## config.mk

```make
export PLATFORM = sky130hd
export DESIGN_NAME = uart_rx_frame
export DESIGN_NICKNAME = d
export VERILOG_FILES = /design/src/rtl/uart_rx_frame.sv
export SDC_FILE = /design/constraint.sdc
export NUM_CORES = 1
export LEC_CHECK = 0
export ABC_AREA = 0
export ABC_CLOCK_PERIOD_IN_PS = 4300
export BUFFER_PORTS_ARGS = -buffer_cell sky130_fd_sc_hd__buf_2
export CORE_ASPECT_RATIO = 1.25
export CORE_MARGIN = 10
export CORE_UTILIZATION = 53
export CTS_CLUSTER_SIZE = 12
export DETAILED_ROUTE_END_ITERATION = 6
export PLACE_DENSITY = 0.8
export SLEW_MARGIN = 20
export SYNTH_ARGS = -nofsm -noshare
export SYNTH_HDL_FRONTEND = slang
export SYNTH_SLANG_ARGS = --single-unit
```

## constraint.sdc

```tcl
create_clock -name clk -period 4.3 [get_ports clk]
set_clock_uncertainty 0.15 [all_clocks]
set_input_delay 0.86 -clock clk [delete_from_list [all_inputs] [get_ports clk]]
set_output_delay 0.86 -clock clk [all_outputs]
set_load 0.005 [all_outputs]
```

## src/rtl/uart_rx_frame.sv

```systemverilog
// uart_rx_frame: 8N1 UART receiver with mid-bit sampling, glitch rejection and break handling.
// Ports: clk, rst_n (sync, active-low), uart_rxd (async, idle high) in;
//        rx_data[7:0], rx_valid, frame_err, parity_err, rx_busy out.
// Define UART_RX_PARITY_EN to add a parity bit (PARITY_ODD selects odd parity).
module uart_rx_frame #(
  parameter int CLK_FREQ  = 50_000_000,
  parameter int BAUD_RATE = 115200
`ifdef UART_RX_PARITY_EN
  ,
  parameter bit PARITY_ODD = 1'b0
`endif
) (
  input  logic       clk,
  input  logic       rst_n,
  input  logic       uart_rxd,
  output logic [7:0] rx_data,
  output logic       rx_valid,
  output logic       frame_err,
  output logic       parity_err,
  output logic       rx_busy
);
  localparam int CPB = CLK_FREQ / BAUD_RATE;
  localparam int CW  = $clog2(CPB);
  localparam logic [CW-1:0] HALF = CW'(CPB / 2 - 1);
  localparam logic [CW-1:0] FULL = CW'(CPB - 1);
  typedef enum logic [2:0] {IDLE, START, DATA, PARITY, STOP, BREAK} state_t;
`ifdef UART_RX_PARITY_EN
  localparam state_t AFTER_DATA = PARITY;
`else
  localparam state_t AFTER_DATA = STOP;
`endif
  state_t state_q, state_d;
  logic [1:0]    sync_q, sync_d;
  logic [CW-1:0] cnt_q, cnt_d;
  logic [2:0]    idx_q, idx_d;
  logic [7:0]    sr_q, sr_d, data_q, data_d;
  logic          valid_q, valid_d, ferr_q, ferr_d;
  logic          rxd_s;
`ifdef UART_RX_PARITY_EN
  logic          bad_q, bad_d, perr_q, perr_d;
`endif
  assign rxd_s = sync_q[1];
  always_ff @(posedge clk) begin
    if (!rst_n) begin
      sync_q  <= 2'b11;
      state_q <= IDLE;
      cnt_q   <= '0;
      idx_q   <= '0;
      sr_q    <= '0;
      data_q  <= '0;
      valid_q <= 1'b0;
      ferr_q  <= 1'b0;
`ifdef UART_RX_PARITY_EN
      bad_q   <= 1'b0;
      perr_q  <= 1'b0;
`endif
    end else begin
      sync_q  <= sync_d;
      state_q <= state_d;
      cnt_q   <= cnt_d;
      idx_q   <= idx_d;
      sr_q    <= sr_d;
      data_q  <= data_d;
      valid_q <= valid_d;
      ferr_q  <= ferr_d;
`ifdef UART_RX_PARITY_EN
      bad_q   <= bad_d;
      perr_q  <= perr_d;
`endif
    end
  end
  always_comb begin
    sync_d  = {sync_q[0], uart_rxd};
    state_d = state_q;
    cnt_d   = cnt_q + 1'b1;
    idx_d   = idx_q;
    sr_d    = sr_q;
    data_d  = data_q;
    valid_d = 1'b0;
    ferr_d  = 1'b0;
`ifdef UART_RX_PARITY_EN
    bad_d   = bad_q;
    perr_d  = 1'b0;
`endif
    case (state_q)
      IDLE: begin
        cnt_d = '0;
        if (!rxd_s) state_d = START;
      end
      // Half-bit check re-aligns all later samples to mid-bit and rejects short glitches.
      START: if (cnt_q == HALF) begin
        cnt_d   = '0;
        idx_d   = '0;
        state_d = rxd_s ? IDLE : DATA;
      end
      DATA: if (cnt_q == FULL) begin
        cnt_d = '0;
        sr_d  = {rxd_s, sr_q[7:1]};
        idx_d = idx_q + 1'b1;
        if (idx_q == 3'd7) state_d = AFTER_DATA;
      end
`ifdef UART_RX_PARITY_EN
      PARITY: if (cnt_q == FULL) begin
        cnt_d   = '0;
        bad_d   = rxd_s != (^sr_q ^ PARITY_ODD);
        state_d = STOP;
      end
`endif
      STOP: if (cnt_q == FULL) begin
        cnt_d = '0;
        if (rxd_s) begin
          data_d  = sr_q;
          valid_d = 1'b1;
          state_d = IDLE;
`ifdef UART_RX_PARITY_EN
          perr_d  = bad_q;
`endif
        end else begin
          ferr_d  = 1'b1;
          state_d = BREAK;
        end
      end
      // A line held low after a bad stop bit must not be mistaken for new start bits.
      BREAK: begin
        cnt_d = '0;
        if (rxd_s) state_d = IDLE;
      end
      default: state_d = IDLE;
    endcase
  end
  always_comb begin
    rx_busy   = state_q != IDLE;
    rx_data   = data_q;
    rx_valid  = valid_q;
    frame_err = ferr_q;
`ifdef UART_RX_PARITY_EN
    parity_err = perr_q;
`else
    parity_err = 1'b0;
`endif
  end
endmodule
```

; After elaboration in Yosys (flattened, before gate mapping)
; Cells that the tools add are included.
[totals]
out_inout_bits = 12
register_bits = 35
in_bits = 3
[classes]
add_sub_neg = 2
n_eq_ne = 13
muxes = 17
reduce_logical = 10
[op_table]
columns = cell, n
row1 = 3-bit 2-to-1 mux, 9
row2 = 9-bit one-hot mux with 3 select lines, 1
row3 = 9-bit 2-to-1 mux, 2
row4 = 3-bit one-hot mux with 5 select lines, 1
row5 = "2-bit != test, second input constant", 6
row6 = "9-bit by 1-bit adder with 9-bit output, second input constant", 1
row7 = "3-bit == test, second input constant", 3
row8 = "9-bit by 8-bit == test with 1-bit output, second input constant", 1
row9 = "9-bit == test, second input constant", 1
row10 = 3-bit AND reduction, 3
row11 = 3-bit one-hot mux with 2 select lines, 1
row12 = 6-bit AND reduction, 1
row13 = 2-bit OR reduction, 2
row14 = "3-bit by 1-bit adder with 3-bit output, second input constant", 1
row15 = "3-bit by 1-bit == test with 1-bit output, second input constant", 1
row16 = "3-bit by 2-bit == test with 1-bit output, second input constant", 1
row17 = 3-bit logical NOT, 1
row18 = 3-bit nonzero test, 1
row19 = 1-bit 2-to-1 mux, 2
row20 = 2-bit 2-to-1 mux, 1
row21 = 2-bit AND reduction, 1
row22 = 2-bit nonzero test, 1

; Logic depth before layout (Yosys ltp)
; Gate-level depths: netlist of run 1.
[depth]
word_depth = 4
depth_mapped = 7
ltp_nobuf = 6

; Worst setup path after synthesis of run 1
; No wires, ideal clock.
[synth_path]
path_kind = reg-to-output
from = register state_q[1]
to = output port rx_busy
required_time_ps = 3290
path_slack_ps = 2494
path_stages_with_launch = 3
t_arrival_ps = 796
path_cell_list = dfxtp_1 -> buf_2 -> or3_1
[synth_between]
elab_chain_len = 1
[synth_rtl]
columns = element, line
row1 = "start, declared", 32  ; state_t state_q, state_d;
row2 = "start signal, assigned", 59  ; state_q <= state_d;
row3 = 3-bit nonzero test, 132  ; rx_busy = state_q != IDLE;
row4 = "end, declared", 20  ; output logic rx_busy
; No other way between the ends.

; Worst setup path in the final report of run 1
[layout_path]
from = register state_q[2]
to = output port rx_busy
; Same word-level chain as after synthesis.

==> results.md, run 1 <==
* Status: complete, no violations
* Initial DRC count at 50
* IO Port Bufs at 13
* Area taken by flip-flops and latches at 701 um^2
* Final Total Pwr at 609 uW
* Crit Path Max Fanout at 12
* Ys Warns at 0
* Initial core utilization at 54.5%
* Post-DP HPWL at 2040 um
* Syn-to-layout area delta at 6.06%
* Part of the power in registers at 57.8%
* Post-synth top area share at 44.1%
* Sw Ratio at 28.2%
* Critical path launch point type: flop
* First-pass GRT wire length at 4740 um
* Cell Pwr Density at 361 nW/um^2
* Post-route ant nets at 0
* Clock transition at path regs at 90 ps
* Final setup fails at 0
* Post-Syn Area per Cell at 9.82 um^2
* Initial antenna violation count at 0
* P_int at 437 uW
* Fmax achieved at 445 MHz
* Routed wl met2 at 1420 um
* Async set-reset flop share out of synthesis at 0%
* DR vias at 1,104
* Combinational power share at 14.6%
* Sum of negative setup slack at 0 ps
* WS Path Type: flop to primary output
* WP data required at 3290 ps
* H-tree depth at 2
* Pre-antenna DRT Iters at 4
* Multi-input logic area at 803 um^2
* Met3 routed WL at 163 um
* Final #Nets at 180
* Worst slew pin tran at 604 ps
* P_sw at 172 uW
* Clock buffer depth at 2
* Setup crit end kind: primary output
* Setup Fix Bufs, Post-CTS at 0
* Die W at 69.0 um
* # fillers at 283
* Clk pwr share at 27.5%
* Distinct cell type count after synthesis at 35
* Rel. slew slack at 59.7%
* Largest net degree at the start of global routing at 22
* RSZ-0062 raised after global routing: false
* CTS tree: done
* Vias per cell at 5.28
* Worst reg-to-reg path cell count at 5
* Cell row count at 22
* DRT met1 WL at 1060 um
* # IOs at 15
* N_diodes at 0
* Crit share post-route at 52.3%
* DIE AREA at 5610 um^2
* Area leader, netlist: dfxtp_1
* Worst Hold Class: flop to flop
* Top FF cell, synth: dfxtp_1
* Post-Syn Instances at 162
* Die height at 81.2 um
* Syn Nets at 170
* Total CTS buffers at 5
* Total grt overflow at 0
* Fin. max-slew vios at 0
* Final min period at 2250 ps
* VDD IR max at 0.300 mV
* Post-synthesis register bit count at 35
* Uppermost layer routed: met4
* Placer congestion estimate at 0.817
* Final Util at 57.8%
* Clk_lat worst skew at 330 ps
* Core area at 2920 um^2
* Fraction of layout cells with a size suffix above 1 at 17.3%
* CTS root buffer: clkbuf_4
* Hold Crit Depth at 1
* # DRC at 0
* Hold_buf cts at 0
* CTS Sinks at 35
* Ranking of synthesized cells by area: dfxtp_1 (44%), mux2i_1 (12%), nor2_1 (6.6%)
* Vias in the first global route at 1,075
* Hold Fails Final Rpt at 0
* Drt wl/cell at 12.8 um
* Gr usage total at 10.8%
* Lkg Pwr at 0.000674 uW
* Arrival time worst endpoint at 1240 ps
* Post_cts resized at 0
* Seq/Total Area, Yosys at 44.1%
* Number of enable flip-flop cells after synthesis at 0
* Max-cap viol count at 0
* Post-synthesis cell area at 1590 um^2
* Final wirelength at 2680 um
layout by cell type, fill, tap and decap left out:
| cell | count |
|---|---|
| dfxtp_1 | 35 |
| nor2_1 | 28 |
| mux2i_1 | 19 |
| buf_2 | 13 |
| nand3_1 | 10 |
| inv_1 | 5 |
| nand2_1 | 5 |
| nand2b_1 | 5 |
| xnor2_1 | 5 |
| ha_1 | 5 |
| clkbuf_4 | 5 |
| nor3_1 | 4 |
| a21oi_1 | 4 |
| nand3b_1 | 3 |
| nand4_1 | 3 |
| and4bb_2 | 2 |
| nor3b_1 | 2 |
| xor2_1 | 2 |
| or3_1 | 1 |
| and4b_1 | 1 |
| and2_1 | 1 |
| and4_2 | 1 |
| a221oi_4 | 1 |
| and4b_2 | 1 |
| a21boi_2 | 1 |
| or3b_2 | 1 |
| nor4_4 | 1 |
| o21a_1 | 1 |
| o31ai_4 | 1 |
| and3_2 | 1 |
| o21ai_0 | 1 |
| or2_0 | 1 |
| conb_1 | 1 |
| clkinvlp_4 | 1 |
| clkinv_2 | 1 |
| clkbuf_1 | 1 |
through the flow:
step	hold WS [ps]	instance area, um^2	setup WS [ps]	std cells
global route	282	1690	1940	209
CTS	275	1690	2030	209
detailed placement	250	1630	2170	201
global placement	240	1630	2270	201
finish	272	1690	2050	209
floorplan	236	1590	2490	162
synth_stat cells, types with 4 or more instances:
cell type  count
ha_1           5
dfxtp_1       35
a21oi_1        4
inv_1          5
mux2i_1       19
nand2b_1       5
nor2_1        28
xnor2_1        5
nor3_1         4
nand2_1        5
nand3_1       10
kinds of logic (layout without fill, tap and decap cells):
logic type	Yosys count	count (layout)	synth area share [%]
buffers and inverters	15	26	5.43
xor gates and xnor gates	7	7	3.86
and+or+nand+nor	71	71	24.8
AOI/OAI and AO/OA	9	9	5.74
DFF	35	35	44.1
other	1	1	0.236
adders and majority gates	5	5	3.93
muxes	19	19	12.0
flip-flops by register name, indices dropped and copies added, names as in the netlist:
register	count
sr_q	8
idx_q	3
sync_q	2
rx_data	8
rx_valid	1
cnt_q	9
state_q	3
frame_err	1
area by class of cell:
class                   instances  area share [%]
multi-input cells             112            47.6
flip-flops and latches         35            41.5
repair buffers                 13            3.86
well taps                      36            2.67
clock buffers                   6            2.45
inverters                       5            1.11
clock inverters                 2           0.742
worst max-delay path: stages (launching register included):
cell and delay (ps):
dfxtp_1 420, or3_1 370, buf_2 130
power by group through the flow:
| stage | clock (uW) | combinational (uW) | sequential [uW] |
|---|---|---|---|
| 3_3_place_gp | 0 | 88.1 | 359 |
| 3_5_place_dp | 0 | 90.5 | 360 |
| 5_1_grt | 188 | 99.2 | 355 |
| 4_1_cts | 176 | 90.9 | 352 |
| 6_report | 168 | 89.3 | 352 |
| 2_1_floorplan | 0 | 88.2 | 345 |
worst paths after layout:
| check | from | end | slack (ps) |
|---|---|---|---|
| setup / recovery | state_q[2] | rx_busy | 2050 |
| hold / removal | sync_q[0] | sync_q[1] | 270 |
| setup reg to reg | cnt_q[0] | idx_q[0] | 2150 |
| hold reg to reg | sync_q[0] | sync_q[1] | 270 |
metal layers:
layer | vias to the layer above | track usage (%)
met1 | 508 | 11.7
li1 | 572 | -
met2 | 19 | 18.1
met4 | 0 | 4.35
met5 | - | 0
met3 | 5 | 4.41
(Power assumes the default switching activity.)
==> run 2: changes to the inputs <==
- ABC_CLOCK_PERIOD_IN_PS: 4300 -> 2200
- clock period: 4.3 -> 2.2 ns (I/O delays scaled with it)
==> run 2 against run 1 <==
  * Via count fell by 0.91%
  * Register-to-register slack got worse by 1900 ps
  * Final area rose by 1.0%
  * Total power rose by 100%
==> results.md, run 2 (synthesized netlist as in run 1, its figures left out) <==
* P_sw at 339 uW (+97%)
* Total grt overflow at 0 (unchanged)
* Most frequent cells in the layout: dfxtp_1 (35), nor2_1 (28), mux2i_1 (19)
* Fraction of layout cells with a size suffix above 1 at 18.4% (+1.0 points)
* Vias in the first global route at 1,075 (unchanged)
* H-tree depth at 2 (unchanged)
* Clock transition at path regs at 100 ps (about the same)
* Worst R2R Start: cnt_q[0]
* Fin. max-slew vios at 0 (unchanged)
* Syn-to-layout area delta at 7.16%
* Die W at 69.0 um (unchanged)
* WHS at 121 ps (-151 ps)
* Clk_lat worst skew at 340 ps (about the same)
* Rel. slew slack at 61.0% (+1.3 points)
* Status: complete, no violations
* Post-DP HPWL at 2060 um (+0.49%)
* Lkg Pwr at 0.000690 uW (+2.3%)
* Hold Crit Depth at 2 (+1)
* Max FFs per register at 9 (unchanged)
* Hold Fails Final Rpt at 0 (unchanged)
* DR vias at 1,094 (-0.91%)
* Placer congestion estimate at 0.775 (-5.2%)
* # DRC at 0 (unchanged)
* Drt wl/cell at 13.2 um (+2.8%)
* # IOs at 15 (unchanged)
* Hold endpoint: sync_q[0]
* Final wirelength at 2770 um (+3.2%)
* Sw Ratio at 27.6% (-0.64 points)
* Setup Fix Bufs, Post-CTS at 0 (unchanged)
* Largest net degree at the start of global routing at 22 (unchanged)
* Layout Cells excl Fill at 210 (+0.48%)
* Hold_buf cts at 0 (unchanged)
* # fillers at 290 (+2.5%)
* Worst reg-to-reg path cell count at 5 (unchanged)
* Register with the most flip-flops: cnt_q
* WP data required at 2270 ps (-1020 ps)
* Final Total Pwr at 1230 uW (+100%)
* Sum of negative setup slack at 0 ps (unchanged)
* Crit share post-route at 89.6%
* Final worst slack at 229 ps (-1820 ps)
* Initial DRC count at 53 (+6.0%)
* Max-cap viol count at 0 (unchanged)
* HP Start: uart_rxd
* Gr usage total at 11.2% (+0.38 points)
* Initial core utilization at 54.5% (unchanged)
* WS Path Type: flop to flop
* P_int at 890 uW (+100%)
* Multi-input logic area at 803 um^2 (unchanged)
* Cell Pwr Density at 721 nW/um^2 (+100%)
* Die height at 81.2 um (unchanged)
* N_diodes at 0 (unchanged)
* Met3 routed WL at 166 um (+1.8%)
* Placed Cells at 203 (+1.0%)
* Worst slew pin tran at 585 ps (-19.2 ps)
* Total CTS buffers at 5 (unchanged)
* Pre-CTS setup slack at 214 ps (-1960 ps)
* CTS root buffer: clkbuf_4
* Uppermost layer routed: met4
* Worst Hold Class: input pin to flop
* IO Port Bufs at 13 (unchanged)
* Clock buffer depth at 2 (unchanged)
* Pre-antenna DRT Iters at 4 (unchanged)
* Initial antenna violation count at 0 (unchanged)
* Core area at 2920 um^2 (unchanged)
* CTS Sinks at 35 (unchanged)
* Final setup fails at 0 (unchanged)
* Post-route ant nets at 0 (unchanged)
* DIE AREA at 5610 um^2 (unchanged)
* Part of the power in registers at 56.1% (-1.7 points)
* Combinational power share at 15.5% (+0.9 points)
* Crit Path Max Fanout at 8 (-4)
* Critical path launch point type: flop
* Commonest non-fill, non-tap cell in the layout: dfxtp_1
* First-pass GRT wire length at 4870 um (+2.8%)
* DRT met1 WL at 1190 um (+12%)
* CTS tree: done
* Routed wl met2 at 1370 um (-3.7%)
* Clk pwr share at 28.4% (+0.9 points)
* Vias per cell at 5.21 (-1.4%)
* Setup crit end kind: flop
* Post_cts resized at 0 (unchanged)
* Final min period at 1970 ps
* Area taken by flip-flops and latches at 701 um^2 (unchanged)
* Final #Nets at 182 (+1.1%)
* Fmax achieved at 507 MHz
* VDD IR max at 0.592 mV (+97%)
* Reg2Reg Setup Slack at 230 ps (-1920 ps)
* RSZ-0062 raised after global routing: false
* Worst reg2reg endpoint: rx_data[6]
* Cell row count at 22 (unchanged)
* Arrival time worst endpoint at 2040 ps (+800 ps)
## run 2: changes by cell type in the layout (fill, tap and decap cells not counted)
cell        before  now
buf_4            0    2
clkbuf_8         0    1
clkinvlp_4       1    0
clkbuf_1         1    0
## run 2: cell type report
cell class	instances	area share [%]
inverters	5	1.10
flip-flops and latches	35	41.1
clock buffers	6	3.01
well taps	36	2.64
clock inverters	1	0.294
multi-input cells	112	47.1
repair buffers	15	4.70
## run 2: power groups by stage
stage,Sequential (uW),Clock [uW],Combinational (uW)
after floorplan,674,0,172
after global placement,701,0,182
after detailed placement,703,0,193
after CTS,689,361,194
after global routing,696,407,208
final,689,349,191
## run 2: worst max-delay path by stage
stage | start | to | slack (ps) | depth (start not counted)
6_report | cnt_q[0] | rx_data[6] | 230 | 5
5_1_grt | cnt_q[0] | sr_q[6] | 80 | 6
4_1_cts | cnt_q[0] | rx_data[6] | 190 | 5
3_5_place_dp | cnt_q[0] | rx_data[6] | 210 | 5
3_3_place_gp | cnt_q[0] | rx_data[6] | 340 | 5
2_1_floorplan | cnt_q[0] | state_q[0] | 490 | 5
## run 2: worst max-delay path, stage by stage, from the launching register on
cell      delay, ps
dfxtp_1         430
ha_1            190
and4bb_2        330
and4_2          430
mux2i_1         260
nor2_1           60
## run 2: per-stage QoR
step	cell area, um^2	utilization (%)
2_1_floorplan	1590	-
3_3_place_gp	1650	56.5
3_5_place_dp	1650	56.5
4_1_cts	1700	58.4
5_1_grt	1700	58.4
6_report	1700	58.4
## run 2: metal layers
layer	global-route usage, %	vias to the layer above
li1	-	575
met1	13.0	496
met2	17.7	18
met3	4.68	5
met4	4.55	0
met5	0	-
==> run 3: changes to the inputs <==
- ABC_CLOCK_PERIOD_IN_PS: 2200 -> 2300
- clock period: 2.2 -> 2.3 ns (I/O delays scaled with it)
==> run 3 against run 2 <==
  * Global-route usage rose by 0.25 points
  * Largest power group unchanged
  * Sequential share of layout area fell by 0.21 points
  * Final cell count did not move
  * Worst setup slack improved by 120 ps
  * Via count rose by 3.6%
  * Non-clock buffer count fell by 1
  * Maximum frequency rose by 1.1%
  * Critical path type unchanged
  * Critical endpoint unchanged
  * Final area rose by 0.51%
==> results.md, run 3 (synthesized netlist as in run 1, its figures left out) <==
* Rel. slew slack at 60.6% (-0.40 points)
* First-pass GRT wire length at 4940 um (+1.4%)
* Post_cts resized at 0 (unchanged)
* Part of the power in registers at 54.7% (-1.4 points)
* # fillers at 282 (-2.8%)
* Layout Cells excl Fill at 210 (unchanged)
* Crit path to: rx_data[6]
* Worst R2R Start: cnt_q[0]
* H-tree depth at 2 (unchanged)
* Worst Hold Class: input pin to flop
* Clk_lat worst skew at 330 ps (about the same)
* DIE AREA at 5610 um^2 (unchanged)
* Lkg Pwr at 0.000688 uW (-0.27%)
* Cell row count at 22 (unchanged)
* CTS Sinks at 35 (unchanged)
* Crit share post-route at 84.8% (-4.8 points)
* Final setup fails at 0 (unchanged)
* WS Path Type: flop to flop
* VDD IR max at 0.412 mV (-30%)
* Clock buffer depth at 2 (unchanged)
* Final wirelength at 2780 um (+0.22%)
* Total grt overflow at 0 (unchanged)
* # DRC at 0 (unchanged)
* Fmax achieved at 513 MHz (+1.1%)
* N_diodes at 0 (unchanged)
* Placed Cells at 202 (-0.49%)
* Drt wl/cell at 13.2 um (+0.22%)
* Cell Pwr Density at 704 nW/um^2 (-2.5%)
* Combinational power share at 14.1% (-1.4 points)
* Fin. max-slew vios at 0 (unchanged)
* Final #Nets at 181 (-0.55%)
* IO Port Bufs at 13 (unchanged)
* Reg2Reg Setup Slack at 350 ps (+120 ps)
* Vias per cell at 5.40 (+3.6%)
* Max FFs per register at 9 (unchanged)
* DR vias at 1,133 (+3.6%)
* P_int at 879 uW (-1.2%)
* CTS tree: done
* Arrival time worst endpoint at 2000 ps (-40 ps)
* Die height at 81.2 um (unchanged)
* Initial core utilization at 54.5% (unchanged)
* Gr usage total at 11.5% (+0.25 points)
* Core area at 2920 um^2 (unchanged)
* Placer congestion estimate at 0.777 (+0.35%)
* P_sw at 326 uW (-3.8%)
* Most frequent cells in the layout: dfxtp_1 (35), nor2_1 (28), mux2i_1 (19)
* Worst slew pin tran at 591 ps (+6.06 ps)
* Max-cap viol count at 0 (unchanged)
* Commonest non-fill, non-tap cell in the layout: dfxtp_1
* Setup Fix Bufs, Post-CTS at 0 (unchanged)
* Sw Ratio at 27.1% (-0.52 points)
* Total CTS buffers at 5 (unchanged)
* Hold_buf cts at 0 (unchanged)
* Die W at 69.0 um (unchanged)
* Worst reg2reg endpoint: rx_data[6]
* Worst reg-to-reg path cell count at 5 (unchanged)
* Crit Path Max Fanout at 8 (unchanged)
* Status: complete, no violations
* Pre-antenna DRT Iters at 4 (unchanged)
* Register with the most flip-flops: cnt_q
* Hold Crit Depth at 2 (unchanged)
* Vias in the first global route at 1,154 (+7.3%)
* HP Start: uart_rxd
* Sum of negative setup slack at 0 ps (unchanged)
* RSZ-0062 raised after global routing: false
* Critical path launch point type: flop
* Syn-to-layout area delta at 7.71%
* Initial antenna violation count at 0 (unchanged)
* Initial DRC count at 31 (-42%)
* Critical-path top delay cell: dfxtp_1
* Cell Chain, Critical Path: ha_1 -> and4bb_2 -> and4_2 -> mux2i_1 -> nor2_1
* Setup crit end kind: flop
* Final min period at 1950 ps (-21.2 ps)
* Crit path launch: cnt_q[0]
* Largest net degree at the start of global routing at 22 (unchanged)
* Slowest Stage Delay on Critical Path at 430 ps (about the same)
* Post-DP HPWL at 2100 um (+2.1%)
* Fraction of layout cells with a size suffix above 1 at 18.4% (unchanged)
* CTS root buffer: clkbuf_4
* # IOs at 15 (unchanged)
* Clock transition at path regs at 100 ps (about the same)
* Final Total Pwr at 1210 uW (-2.0%)
* Clk pwr share at 31.2% (+2.8 points)
* Hold Fails Final Rpt at 0 (unchanged)
* Post-route ant nets at 0 (unchanged)
* WP data required at 2350 ps (+80 ps)
[run 3: cell type report]
class | count | area [um^2] | share of cell area, %
timing repair buffer | 14 | 72.6 | 4.24
clock buffer | 7 | 65.1 | 3.80
clock inverter | 1 | 7.51 | 0.438
tap | 36 | 45.0 | 2.63
multi-input combinational | 112 | 803 | 46.9
sequential | 35 | 701 | 40.9
inverter | 5 | 18.8 | 1.10
[run 3: worst min path at each step]
stage	end	slack [ps]
5_1_grt	sync_q[0]	150
3_3_place_gp	sync_q[1]	240
4_1_cts	sync_q[0]	140
2_1_floorplan	sync_q[1]	240
3_5_place_dp	sync_q[1]	250
6_report	sync_q[0]	150
[run 3: stage by stage]
step / utilization, % / instance area (um^2) / setup WS, ps / hold WS (ps)
detailed placement: 56.2 / 1640 / 354 / 251
floorplan: - / 1590 / 589 / 236
finish: 58.7 / 1710 / 350 / 152
global placement: 56.2 / 1640 / 439 / 240
global route: 58.7 / 1710 / 135 / 150
CTS: 58.7 / 1710 / 336 / 141
[run 3: power by group through the flow]
stage / clock network (uW) / registers, uW / logic (uW)
6_report: 376 / 659 / 170
5_1_grt: 419 / 665 / 188
4_1_cts: 391 / 659 / 174
3_5_place_dp: 0 / 672 / 171
3_3_place_gp: 0 / 671 / 163
2_1_floorplan: 0 / 645 / 165
[run 3: routing by layer]
layer  global-route usage, %  wire, um
met4                    4.74        45
met5                       0         0
met3                    4.27       156
met1                    11.8      1120
met2                    20.1      1460
[run 3: critical path: cells and delay by family, from the launching register on]
kind | cells | cell delay [ps]
adders and majority gates | 1 | 170
DFF | 1 | 430
muxes | 1 | 270
and+or+nand+nor | 3 | 800
